**src/rtl/ov7670_capture.sv**
```systemverilog
// ov7670_capture
// Captures RGB565 pixels from an OV7670-style parallel camera bus into
// frame-buffer write strobes. Every camera signal is treated as asynchronous
// data and sampled on in_clk. pclk/vsync/href edges are detected after a
// two-stage synchronizer.
//
// Ports
//   in_clk      system clock (only clock)
//   rst_n       asynchronous active-low reset
//   enable      arm capture of the next frame
//   cam_pclk    camera pixel clock (sampled as data)
//   cam_vsync   camera frame sync, high between frames
//   cam_href    camera line valid
//   cam_data    camera byte bus
//   pix_data    assembled RGB565 pixel
//   pix_valid   one-cycle strobe qualifying pix_data/pix_addr
//   pix_addr    frame-buffer write address (row*H_PIXELS+col)
//   frame_done  one-cycle pulse when a captured frame ends
//   busy        high while waiting for a frame or capturing one
module ov7670_capture #(
  parameter int H_PIXELS = 320,
  parameter int V_LINES  = 240,
  parameter int ADDR_W   = 17
) (
  input  logic              in_clk,
  input  logic              rst_n,
  input  logic              enable,
  input  logic              cam_pclk,
  input  logic              cam_vsync,
  input  logic              cam_href,
  input  logic [7:0]        cam_data,
  output logic [15:0]       pix_data,
  output logic              pix_valid,
  output logic [ADDR_W-1:0] pix_addr,
  output logic              frame_done,
  output logic              busy
);

  localparam int COL_W = $clog2(H_PIXELS + 1);
  localparam int ROW_W = $clog2(V_LINES + 1);
  localparam logic [COL_W-1:0]  H_MAX  = COL_W'(H_PIXELS);
  localparam logic [ROW_W-1:0]  V_MAX  = ROW_W'(V_LINES);
  localparam logic [ROW_W-1:0]  V_LAST = ROW_W'(V_LINES - 1);
  localparam logic [ADDR_W-1:0] H_STEP = ADDR_W'(H_PIXELS);

  typedef enum logic [1:0] {
    IDLE       = 2'd0,
    WAIT_VSYNC = 2'd1,
    CAPTURE    = 2'd2
  } state_t;

  state_t state_q, state_d;

  // Bit 0 = stage 1, bit 1 = stage 2, bit 2 = delayed copy for edge detect.
  logic [2:0] pclk_q;
  logic [2:0] vsync_q;
  logic [2:0] href_q;
  logic [7:0] data_s1_q;
  logic [7:0] data_s2_q;

  logic              phase_q, phase_d;
  logic [COL_W-1:0]  col_q, col_d;
  logic [ROW_W-1:0]  row_q, row_d;
  logic [ADDR_W-1:0] row_base_q, row_base_d;
  logic [ADDR_W-1:0] wr_addr_q, wr_addr_d;
  logic [7:0]        byte_hi_q, byte_hi_d;
  logic [15:0]       pix_data_q, pix_data_d;
  logic [ADDR_W-1:0] pix_addr_q, pix_addr_d;
  logic              pix_valid_q, pix_valid_d;
  logic              frame_done_q, frame_done_d;
  logic              busy_q, busy_d;

  logic pclk_rise;
  logic vs_rise;
  logic vs_fall;
  logic href_fall;
  logic href_s2;

  assign pclk_rise = pclk_q[1] & ~pclk_q[2];
  assign vs_rise   = vsync_q[1] & ~vsync_q[2];
  assign vs_fall   = ~vsync_q[1] & vsync_q[2];
  assign href_fall = ~href_q[1] & href_q[2];
  assign href_s2   = href_q[1];

  // Synchronizer chains; data only needs two stages since no edge is taken on it.
  always_ff @(posedge in_clk or negedge rst_n) begin
    if (!rst_n) begin
      pclk_q    <= 3'b000;
      vsync_q   <= 3'b000;
      href_q    <= 3'b000;
      data_s1_q <= 8'h00;
      data_s2_q <= 8'h00;
    end else begin
      pclk_q    <= {pclk_q[1:0], cam_pclk};
      vsync_q   <= {vsync_q[1:0], cam_vsync};
      href_q    <= {href_q[1:0], cam_href};
      data_s1_q <= cam_data;
      data_s2_q <= data_s1_q;
    end
  end

  // Next-state and datapath decode for the capture FSM.
  always_comb begin
    state_d      = state_q;
    phase_d      = phase_q;
    col_d        = col_q;
    row_d        = row_q;
    row_base_d   = row_base_q;
    wr_addr_d    = wr_addr_q;
    byte_hi_d    = byte_hi_q;
    pix_data_d   = pix_data_q;
    pix_addr_d   = pix_addr_q;
    pix_valid_d  = 1'b0;
    frame_done_d = 1'b0;

    case (state_q)
      IDLE: begin
        if (enable) begin
          state_d = WAIT_VSYNC;
        end else begin
          state_d = IDLE;
        end
      end

      WAIT_VSYNC: begin
        if (vs_fall) begin
          state_d    = CAPTURE;
          phase_d    = 1'b0;
          col_d      = '0;
          row_d      = '0;
          row_base_d = '0;
          wr_addr_d  = '0;
        end else begin
          state_d = WAIT_VSYNC;
        end
      end

      CAPTURE: begin
        if (vs_rise) begin
          // Frame end wins over any byte; a half-assembled pixel is dropped.
          state_d      = IDLE;
          frame_done_d = 1'b1;
          phase_d      = 1'b0;
        end else if (href_fall) begin
          phase_d = 1'b0;
          col_d   = '0;
          if (row_q < V_MAX) begin
            row_d = row_q + ROW_W'(1);
          end else begin
            row_d = row_q;
          end
          // Base only advances while a next stored row exists, so it never wraps.
          if (row_q < V_LAST) begin
            row_base_d = row_base_q + H_STEP;
            wr_addr_d  = row_base_q + H_STEP;
          end else begin
            row_base_d = row_base_q;
            wr_addr_d  = row_base_q;
          end
        end else if (pclk_rise && href_s2) begin
          if (!phase_q) begin
            byte_hi_d = data_s2_q;
            phase_d   = 1'b1;
          end else begin
            phase_d = 1'b0;
            // col saturates at H_PIXELS: everything past it is dropped anyway.
            if (col_q < H_MAX) begin
              col_d = col_q + COL_W'(1);
            end else begin
              col_d = col_q;
            end
            if ((col_q < H_MAX) && (row_q < V_MAX)) begin
              pix_valid_d = 1'b1;
              pix_data_d  = {byte_hi_q, data_s2_q};
              pix_addr_d  = wr_addr_q;
              wr_addr_d   = wr_addr_q + ADDR_W'(1);
            end else begin
              pix_valid_d = 1'b0;
            end
          end
        end else begin
          state_d = CAPTURE;
        end
      end

      default: begin
        state_d = IDLE;
      end
    endcase

    busy_d = (state_d != IDLE);
  end

  // State, counters and registered outputs.
  always_ff @(posedge in_clk or negedge rst_n) begin
    if (!rst_n) begin
      state_q      <= IDLE;
      phase_q      <= 1'b0;
      col_q        <= '0;
      row_q        <= '0;
      row_base_q   <= '0;
      wr_addr_q    <= '0;
      byte_hi_q    <= 8'h00;
      pix_data_q   <= 16'h0000;
      pix_addr_q   <= '0;
      pix_valid_q  <= 1'b0;
      frame_done_q <= 1'b0;
      busy_q       <= 1'b0;
    end else begin
      state_q      <= state_d;
      phase_q      <= phase_d;
      col_q        <= col_d;
      row_q        <= row_d;
      row_base_q   <= row_base_d;
      wr_addr_q    <= wr_addr_d;
      byte_hi_q    <= byte_hi_d;
      pix_data_q   <= pix_data_d;
      pix_addr_q   <= pix_addr_d;
      pix_valid_q  <= pix_valid_d;
      frame_done_q <= frame_done_d;
      busy_q       <= busy_d;
    end
  end

  assign pix_data   = pix_data_q;
  assign pix_addr   = pix_addr_q;
  assign pix_valid  = pix_valid_q;
  assign frame_done = frame_done_q;
  assign busy       = busy_q;

endmodule

```
**config.mk**
```make
export PLATFORM = sky130hd
export DESIGN_NAME = ov7670_capture
export DESIGN_NICKNAME = d
export VERILOG_FILES = /design/src/rtl/ov7670_capture.sv
export SDC_FILE = /design/constraint.sdc
export NUM_CORES = 1
export LEC_CHECK = 0
export ABC_AREA = 1
export BUFFER_PORTS_ARGS = -buffer_cell sky130_fd_sc_hd__buf_2
export CAP_MARGIN = 20
export CORE_ASPECT_RATIO = 0.5
export CORE_MARGIN = 2
export CORE_UTILIZATION = 31
export CTS_CLUSTER_SIZE = 8
export DETAILED_ROUTE_END_ITERATION = 8
export GPL_TIMING_DRIVEN = 0
export PLACE_DENSITY = 0.47
export SLEW_MARGIN = 5
export SYNTH_ARGS = -nofsm -noshare
export SYNTH_HDL_FRONTEND = slang
export SYNTH_SLANG_ARGS = --single-unit
```
**constraint.sdc**
```tcl
create_clock -name in_clk -period 1.5 [get_ports in_clk]
set_clock_uncertainty 0.1 [all_clocks]
set_input_delay 0.225 -clock in_clk [delete_from_list [all_inputs] [get_ports in_clk]]
set_output_delay 0.225 -clock in_clk [all_outputs]
set_load 0.005 [all_outputs]
```
==> results of run 1 <==
==> layout make-up <==
cell class | instances | area, sq um
Clock buffer | 17 | 425
Tap cell | 227 | 284
Sequential cell | 117 | 2930
Fill cell | 1525 | 8360
Buffer | 17 | 244
Timing Repair inverter | 1 | 11.3
Timing Repair Buffer | 120 | 1010
Multi-Input combinational cell | 425 | 2740
Inverter | 70 | 300
Clock inverter | 15 | 170
==> metal layers <==
layer / part of all wire / vias up
met5: 0 / -
met2: 0.47 / 86
li1: - / 2316
met4: 0.0063 / 0
met3: 0.041 / 7
met1: 0.49 / 2268
==> synthesized netlist by cell type <==
cell type / instances
buf_4: 4
nand2_2: 3
clkinv_1: 1
nand2_1: 201
nand4_1: 14
clkbuf_1: 2
dfrtp_1: 117
xnor2_1: 1
xor2_1: 3
a31oi_1: 1
nand3b_1: 1
o21ai_1: 28
inv_2: 5
nand3_4: 1
ha_1: 4
o21ai_0: 36
o21a_1: 1
nand3_2: 2
nand3_1: 57
a21oi_1: 12
buf_6: 2
nor3_1: 6
o31ai_1: 1
nand4_2: 1
o21bai_1: 1
nand2_4: 1
inv_1: 64
a22o_1: 1
nor2_1: 41
nor2_2: 1
or2_2: 4
nor2_4: 3
buf_2: 9
==> state kept, by name, summed over array words and instances (netlist names) <==
| name | cells |
|---|---|
| data_s2_q | 8 |
| col_q | 9 |
| phase_q | 1 |
| row_q | 8 |
| vsync_q | 3 |
| pix_addr | 17 |
| data_s1_q | 8 |
| busy | 1 |
| href_q | 3 |
| frame_done | 1 |
| state_q | 2 |
| wr_addr_q | 17 |
| pclk_q | 3 |
| pix_data | 16 |
| row_base_q | 11 |
| byte_hi_q | 8 |
| pix_valid | 1 |
==> what timing repair did <==
item	4_1_cts	5_1_grt
endpoints found under the setup margin	88	88
hold buffers	13	0
hold endpoints to repair	69	0
pin swaps	26	33
gates cloned	8	4
resized for setup	154	165
buffers inserted	39	12
==> report_power, final <==
group / switching, mW / internal (mW) / total [mW]
logic: 1.08 / 0.837 / 1.92
clock network: 1.62 / 2.49 / 4.11
registers: 0.241 / 3.41 / 3.65
total: 2.94 / 6.74 / 9.68
==> how the worst max path moves through the flow <==
stage	start	slack [ns]	endpoint
3_5_place_dp	href_q[1]$_DFF_PN0_	-0.44	wr_addr_q[14]$_DFFE_PN0P_
4_1_cts	row_q[0]$_DFFE_PN0P_	-0.15	row_base_q[15]$_DFFE_PN0P_
2_1_floorplan	row_q[4]$_DFFE_PN0P_	-0.009	pix_data[1]$_DFFE_PN0P_
3_3_place_gp	rst_n	-1.53	pix_data[5]$_DFFE_PN0P_
6_report	href_q[1]$_DFF_PN0_	-0.19	wr_addr_q[8]$_DFFE_PN0P_
5_1_grt	href_q[1]$_DFF_PN0_	-0.26	wr_addr_q[12]$_DFFE_PN0P_
==> metrics by stage <==
stage | setup WS (ns) | util | hold WS [ns] | instance area, sq um | TNS [ns]
2_1_floorplan | -0.00855 | - | -0.171 | 5280 | -0.101
4_1_cts | -0.147 | 0.452 | 0.249 | 7440 | -5.36
6_report | -0.191 | 0.493 | 0.247 | 8120 | -9.17
3_3_place_gp | -1.53 | 0.353 | 0.232 | 5810 | -202.66
5_1_grt | -0.264 | 0.493 | 0.244 | 8120 | -15.97
3_5_place_dp | -0.443 | 0.355 | 0.138 | 5850 | -26.34
==> worst reg2reg max path, stage by stage, from the launching register on <==
cell	delay, ns
dfrtp_2	0.44
nor2_4	0.11
buf_6	0.12
nor2_4	0.05
buf_6	0.13
nand2_4	0.07
nand3_4	0.16
nor2_4	0.28
nand3_1	0.11
nand2_1	0.07
==> kinds of logic (layout without fill, tap and decap cells) <==
group,Yosys count,after routing,share of synthesized area
fa+ha+maj,4,4,0.00951
flops,117,117,0.556
compound gates,81,81,0.0794
buf+inv,87,240,0.0699
xor+xnor,4,4,0.00666
simple gates,336,336,0.278
==> flow_summary.ini, run 1 <==
[clocking]
clkTransAtPathRegs_ns = 0.06
root_buffer = clkbuf_16
cts_tree = built
clk_latency_ns = 0.41
clock_path_buffers = 2
htreeDepth = 4
numCtsBuffers = 17
cts.sinks = 117

[worst_setup_path]
start_kind = flip-flop
worstPathCellList = nor2_4 > buf_6 > nor2_4 > buf_6 > nand2_4 > nand3_4 > nor2_4 > nand3_1 > nand2_1
reg2reg_from = href_q[1]$_DFF_PN0_
ff2ff_path_depth = 9
crit_top_cell = nor2_4
r2r_end = wr_addr_q[8]$_DFFE_PN0P_
path_buf_inv = 2
arrival_ns = 1.94
cp_data_required_time_ns = 1.75
worstSetupPathType = flip-flop to flip-flop
crit_path_max_fanout = 8
cp_top_family = simple AND/OR/NAND/NOR gates
path_depth = 9
r2r_slack_ns = -0.19
cpMaxStageDelayCell = dfrtp_2
crit_path_end_kind = flip-flop
cp_slowest_stage_delay_ns = 0.44

[outcome]
status = finished, violations left
failed_checks = negative setup slack

[die]
floorplan.rows = 33
die_w_um = 188
io_pins = 50
die_y_um = 96.1
core_area_sq_um = 16500
dieArea_sq_um = 18100
initial_utilization = 0.319

[logic_synthesis]
synth_top_area_cell = dfrtp_1
synth_area_leaders = dfrtp_1, nand2_1, nand3_1, inv_1, o21ai_0
synth_area_sq_um = 5260
yosysUniqueCellTypes = 33
syn_nets = 647
seq_area_frac_synth = 0.556
ys_ff_latch = 117
ys.warnings.count = 0
synth.top_cell.area_share = 0.556
postSynthCellCount = 629
syn_avg_cell_area_sq_um = 8.37

[grt]
grt_antenna_before_repair = 0
grt_pass1_vias = 4475
grt_use_met3 = 0.0390
grt-busiest-layer = met2
grt_use_met2 = 0.268
grt_pass1_wl_um = 23600
grt_overflow = 0
track_usage = 0.169
grt_max_degree = 61
use_met1 = 0.234

[hold_path]
hold_path_class = input pin to async pin

[job]
drv_cap = 0

[drt]
drt_wl_total_um = 14900
dr.pass1.iters = 4
routed_via_density = 4.64
wire_per_inst_um = 14.8
ant_nets = 0
vias = 4677
drt_iter0_markers = 235
drc = 0

[timing]
clock.fmax_mhz = 591
period_minus_slack_ns = 1.69
setup_viol = 87
rsz0062_at_grt = true
worstMarginPinSlew_ns = 0.568
drv_slew = 0
period_share = 1.13
setup_slack_ns = -0.191
hold_viol_final = 0
relSlewSlack = 0.622

[final_layout]
stdcell_count = 1009
drive_gt1_frac = 0.439
syn2layout_area_growth_pct = 54.2
layout_common_cells = nand2_1, dfrtp_1, inv_1
layout.nets = 787
mostFrequentLayoutCell = nand2_1
diodes = 0

[placed_design]
dp_hpwl_um = 9070
dp_cells = 906
io_buffers = 49
gp_congestion = 0.867

[pwr]
finalPower_mw = 9.68
leakagePower_nw = 3.87
p_per_area_nw_per_um2 = 1190
vdd_ir_drop_max_uv = 855
(Power assumes the default switching activity.)
==> inputs of run 2 (changes only) <==
--- a/config.mk
+++ b/config.mk
@@ -10,11 +10,11 @@
 export CAP_MARGIN = 20
 export CORE_ASPECT_RATIO = 0.5
 export CORE_MARGIN = 2
-export CORE_UTILIZATION = 31
+export CORE_UTILIZATION = 50
 export CTS_CLUSTER_SIZE = 8
 export DETAILED_ROUTE_END_ITERATION = 8
 export GPL_TIMING_DRIVEN = 0
-export PLACE_DENSITY = 0.47
+export PLACE_DENSITY = 0.7
 export SLEW_MARGIN = 5
 export SYNTH_ARGS = -nofsm -noshare
 export SYNTH_HDL_FRONTEND = slang
==> flow_summary.ini, run 2 (synthesis gave the netlist of run 1 again) <==
[outcome]
status = finished, violations left
failed_checks = negative setup slack

[grt]
grt_use_met3 = 0.0533
grt_max_degree = 64
track_usage = 0.253
grt_antenna_before_repair = 0
grt_pass1_wl_um = 22700
grt_pass1_vias = 4640
use_met1 = 0.331
grt_use_met2 = 0.418
grt-busiest-layer = met2
grt_overflow = 0

[pwr]
leakagePower_nw = 3.59
swShare = 0.295
pwr-share-clk = 0.446
combinationalPowerShare = 0.191
seqPwrFrac = 0.364
switchingPower_mw = 2.93
p_per_area_nw_per_um2 = 1350
internal_power_mw = 7.01
vdd_ir_drop_max_uv = 850

[worst_setup_path]
crit_path_max_fanout = 5
crit_top_cell = nand3_2
crit_path_end_kind = flip-flop
path_buf_inv = 1
cpMaxStageDelayCell = dfrtp_1
arrival_ns = 1.86
cp_slowest_stage_delay_ns = 0.38
start_kind = flip-flop
cp_data_required_time_ns = 1.69
worstSetupPathType = flip-flop to flip-flop
worstPathCellList = ha_2 > nand2_4 > nor2_4 > o21ai_4 > buf_6 > nand4_1 > nand3_2 > nand3_2
cp_top_family = simple AND/OR/NAND/NOR gates

[die]
floorplan.rows = 26
initial_utilization = 0.515
io_pins = 50
die_w_um = 149
dieArea_sq_um = 11400
die_y_um = 76.5
core_area_sq_um = 10200

[placed_design]
dp_cells = 819
io_buffers = 49
pre_cts_ws_ns = -0.376
dp_hpwl_um = 8180
gp_congestion = 0.868

[timing]
setup_viol = 77
period_minus_slack_ns = 1.66
hold_viol_final = 0
period_share = 1.11
rsz0062_at_grt = true
relSlewSlack = 0.602
clock.fmax_mhz = 601
setup_slack_ns = -0.164
worstMarginPinSlew_ns = 0.597
drv_slew = 0
final.setup.tns_ns = -5.16

[hold_path]
hold_path_class = flip-flop to flip-flop

[drt]
wire_per_inst_um = 15.8
drt_iter0_markers = 457
drt_wl_total_um = 14300
ant_nets = 0
vias = 4821
drc = 0
routed_via_density = 5.33
dr.pass1.iters = 5

[final_layout]
stdcell_count = 905
layout_common_cells = nand2_1, dfrtp_1, inv_1
syn2layout_area_growth_pct = 40.0
mostFrequentLayoutCell = nand2_1
diodes = 0
layout.nets = 770
drive_gt1_frac = 0.325
nFillCells = 696

[job]
drv_cap = 0

[clocking]
numCtsBuffers = 17
cts_tree = built
clock_path_buffers = 2
root_buffer = clkbuf_16
cts.sinks = 117
clk_latency_ns = 0.41
htreeDepth = 4
clkTransAtPathRegs_ns = 0.06
==> run 2: worst reg2reg max path, cell delays in order (launching register included) <==
cell and delay (ns):
dfrtp_1 0.38, ha_2 0.21, nand2_4 0.07, nor2_4 0.05, o21ai_4 0.23, buf_6 0.15
nand4_1 0.11, nand3_2 0.15, nand3_2 0.08
==> run 2: area by class of cell <==
type	instances	area, sq um	share of cell area
flip-flops and latches	117	2930	0.398
multi-input cells	425	2400	0.325
repair buffers	104	741	0.101
clock buffers	17	425	0.0577
inverters	70	279	0.0379
clock inverters	15	216	0.0294
plain buffers	17	203	0.0275
well taps	140	175	0.0238
==> run 2: final timing paths <==
| path | cells past startpoint | to | startpoint | slack [ns] |
|---|---|---|---|---|
| setup / recovery | 8 | wr_addr_q[16]$_DFFE_PN0P_ | row_q[0]$_DFFE_PN0P_ | -0.16 |
| hold / removal | 0 | data_s2_q[4]$_DFF_PN0_ | data_s1_q[4]$_DFF_PN0_ | 0.25 |
| setup reg to reg | 8 | wr_addr_q[16]$_DFFE_PN0P_ | row_q[0]$_DFFE_PN0P_ | -0.16 |
| hold reg to reg | 0 | data_s2_q[4]$_DFF_PN0_ | data_s1_q[4]$_DFF_PN0_ | 0.25 |
| max in group asynchronous | 3 | vsync_q[1]$_DFF_PN0_ | rst_n | 0.35 |
| min in group asynchronous | 2 | pix_data[0]$_DFFE_PN0P_ | rst_n | 0.26 |
==> run 2: repair_timing <==
action	4_1_cts	5_1_grt
gates cloned	7	1
setup buffers	25	8
hold endpoints to repair	74	0
pin swaps	16	18
gates resized for setup	109	75
hold buffers	13	0
endpoints found under the setup margin	88	88
==> run 2: metrics by stage <==
stage	util	cell area [sq um]	total power [mW]	hold slack (ns)
after floorplan	-	5280	4.37	-0.171
after global placement	0.558	5700	4.70	0.232
after detailed placement	0.562	5740	4.75	0.156
after CTS	0.692	7070	9.61	0.247
after global routing	0.721	7370	10.3	0.254
final	0.721	7370	9.94	0.247
==> run 2: power by group through the flow <==
stage,Clock [mW],Combinational [mW],Sequential [mW]
finish,4.43,1.90,3.62
global route,4.64,2.06,3.64
CTS,4.44,1.57,3.60
detailed placement,0,1.11,3.64
global placement,0,1.07,3.63
floorplan,0,0.765,3.61
==> run 2: layer usage <==
layer,up-vias,share of wire
met4,0,0.030
li1,2278,-
met2,157,0.50
met3,39,0.054
met1,2347,0.42
met5,-,0
==> inputs of run 3 (changes only) <==
--- a/config.mk
+++ b/config.mk
@@ -14,7 +14,7 @@
 export CTS_CLUSTER_SIZE = 8
 export DETAILED_ROUTE_END_ITERATION = 8
 export GPL_TIMING_DRIVEN = 0
-export PLACE_DENSITY = 0.7
+export PLACE_DENSITY_LB_ADDON = 0.05
 export SLEW_MARGIN = 5
 export SYNTH_ARGS = -nofsm -noshare
 export SYNTH_HDL_FRONTEND = slang
==> flow_summary.ini, run 3 (synthesis gave the netlist of run 1 again) <==
[placed_design]
gp_congestion = 0.886
dp_hpwl_um = 8160
dp_cells = 819
pre_cts_ws_ns = -0.368
io_buffers = 49
placed_cell_area_sq_um = 5740

[timing]
setup_viol = 78
worstMarginPinSlew_ns = 0.404
rsz0062_at_grt = true
period_minus_slack_ns = 1.67
holdWs_ns = 0.186
relSlewSlack = 0.731
setup_slack_ns = -0.169
clock.fmax_mhz = 599
period_share = 1.11
drv_slew = 0
hold_viol_final = 0
final.setup.tns_ns = -5.07

[pwr]
vdd_ir_drop_max_uv = 919
p_per_area_nw_per_um2 = 1270
finalPower_mw = 9.70
leakagePower_nw = 3.67

[final_layout]
layout.nets = 781
drive_gt1_frac = 0.385
layout_common_cells = nand2_1, dfrtp_1, inv_1
nFillCells = 755
syn2layout_area_growth_pct = 44.8
mostFrequentLayoutCell = nand2_1
diodes = 0
stdcell_count = 916
final_util = 0.746
final_cell_area_sq_um = 7620

[die]
io_pins = 50
floorplan.rows = 26
dieArea_sq_um = 11400
die_y_um = 76.5
die_w_um = 149
initial_utilization = 0.515
core_area_sq_um = 10200

[clocking]
htreeDepth = 4
cts.sinks = 117
numCtsBuffers = 17
cts_tree = built
clk_latency_ns = 0.41
clock_path_buffers = 2
clkTransAtPathRegs_ns = 0.06
root_buffer = clkbuf_16

[worst_setup_path]
worstPathCellList = inv_2 > nand2_4 > inv_6 > nand2_4 > nand2_8 > nand3_4 > nor2_4 > nand3_1 > nand2_1
start_kind = flip-flop
path_buf_inv = 2
arrival_ns = 1.92
crit_path_end_kind = flip-flop
crit_path_max_fanout = 8
cp_top_family = simple AND/OR/NAND/NOR gates
crit_top_cell = nand2_4
cp_slowest_stage_delay_ns = 0.39
cpMaxStageDelayCell = dfrtp_1
cp_data_required_time_ns = 1.75
worstSetupPathType = flip-flop to flip-flop

[grt]
use_met1 = 0.337
grt_use_met2 = 0.392
grt_use_met3 = 0.0479
grt_pass1_wl_um = 21800
grt-busiest-layer = met2
grt_overflow = 0
grt_pass1_vias = 4465
grt_antenna_before_repair = 0
track_usage = 0.246
grt_max_degree = 79

[hold_path]
hold_path_class = input pin to async pin

[drt]
dr.pass1.iters = 4
drc = 0
wire_per_inst_um = 15.2
vias = 4735
drt_iter0_markers = 226
ant_nets = 0
drt_wl_total_um = 13900
routed_via_density = 5.17

[outcome]
failed_checks = negative setup slack
status = finished, violations left

[job]
drv_cap = 0
==> run 3: changes by cell type in the layout (fill, tap and decap cells not counted), moves of 4 or more <==
cell,before,now
buf_4,34,40
clkinv_4,1,5
nand2_1,172,148
nand2_2,20,39
nand2_4,11,17
nand3_1,42,34
nand3_2,13,19
o21ai_0,15,10
o21ai_2,9,15
==> run 3: worst reg2reg max path, stage by stage (launching register included) <==
cell     delay [ns]
dfrtp_1        0.39
inv_2          0.12
nand2_4        0.10
inv_6          0.09
nand2_4        0.08
nand2_8        0.10
nand3_4        0.19
nor2_4         0.25
nand3_1        0.11
nand2_1        0.07
==> run 3: timing repair <==
action / 4_1_cts / 5_1_grt
buffers inserted: 32 / 14
cloned: 7 / 1
hold buffers: 13 / 0
endpoints found under the hold margin: 51 / 0
endpoints found under the setup margin: 88 / 89
pin swaps: 15 / 37
gates resized for setup: 120 / 123
==> run 3: layout make-up <==
type                       instances  area (sq um)  share of cell area
sequential                       117          2930               0.385
tap                              140           175              0.0230
clock buffer                      19           453              0.0595
inverter                          70           290              0.0381
multi-input combinational        425          2540               0.333
timing repair buffer             116           888               0.117
buffer                            16           195              0.0256
clock inverter                    13           148              0.0194
==> run 3: routing by layer <==
layer / share of wire / vias to the layer above
li1: - / 2302
met1: 0.45 / 2291
met2: 0.48 / 116
met3: 0.056 / 26
met4: 0.017 / 0
met5: 0 / -
==> run 3: path summary, 6_finish.rpt <==
kind	from	end	slack, ns	depth (start not counted)
max	state_q[0]$_DFF_PN0_	wr_addr_q[7]$_DFFE_PN0P_	-0.17	9
min	rst_n	pix_valid$_DFF_PN0_	0.19	2
max reg2reg	state_q[0]$_DFF_PN0_	wr_addr_q[7]$_DFFE_PN0P_	-0.17	9
min reg2reg	data_s1_q[5]$_DFF_PN0_	data_s2_q[5]$_DFF_PN0_	0.25	0
max in group asynchronous	rst_n	state_q[1]$_DFF_PN0_	0.38	3
min in group in_clk	data_s1_q[5]$_DFF_PN0_	data_s2_q[5]$_DFF_PN0_	0.25	0
==> run 3: power by group <==
group	internal, mW	switching, mW
clock network	2.55	1.55
registers	3.42	0.221
logic	0.837	1.13
total	6.81	2.90
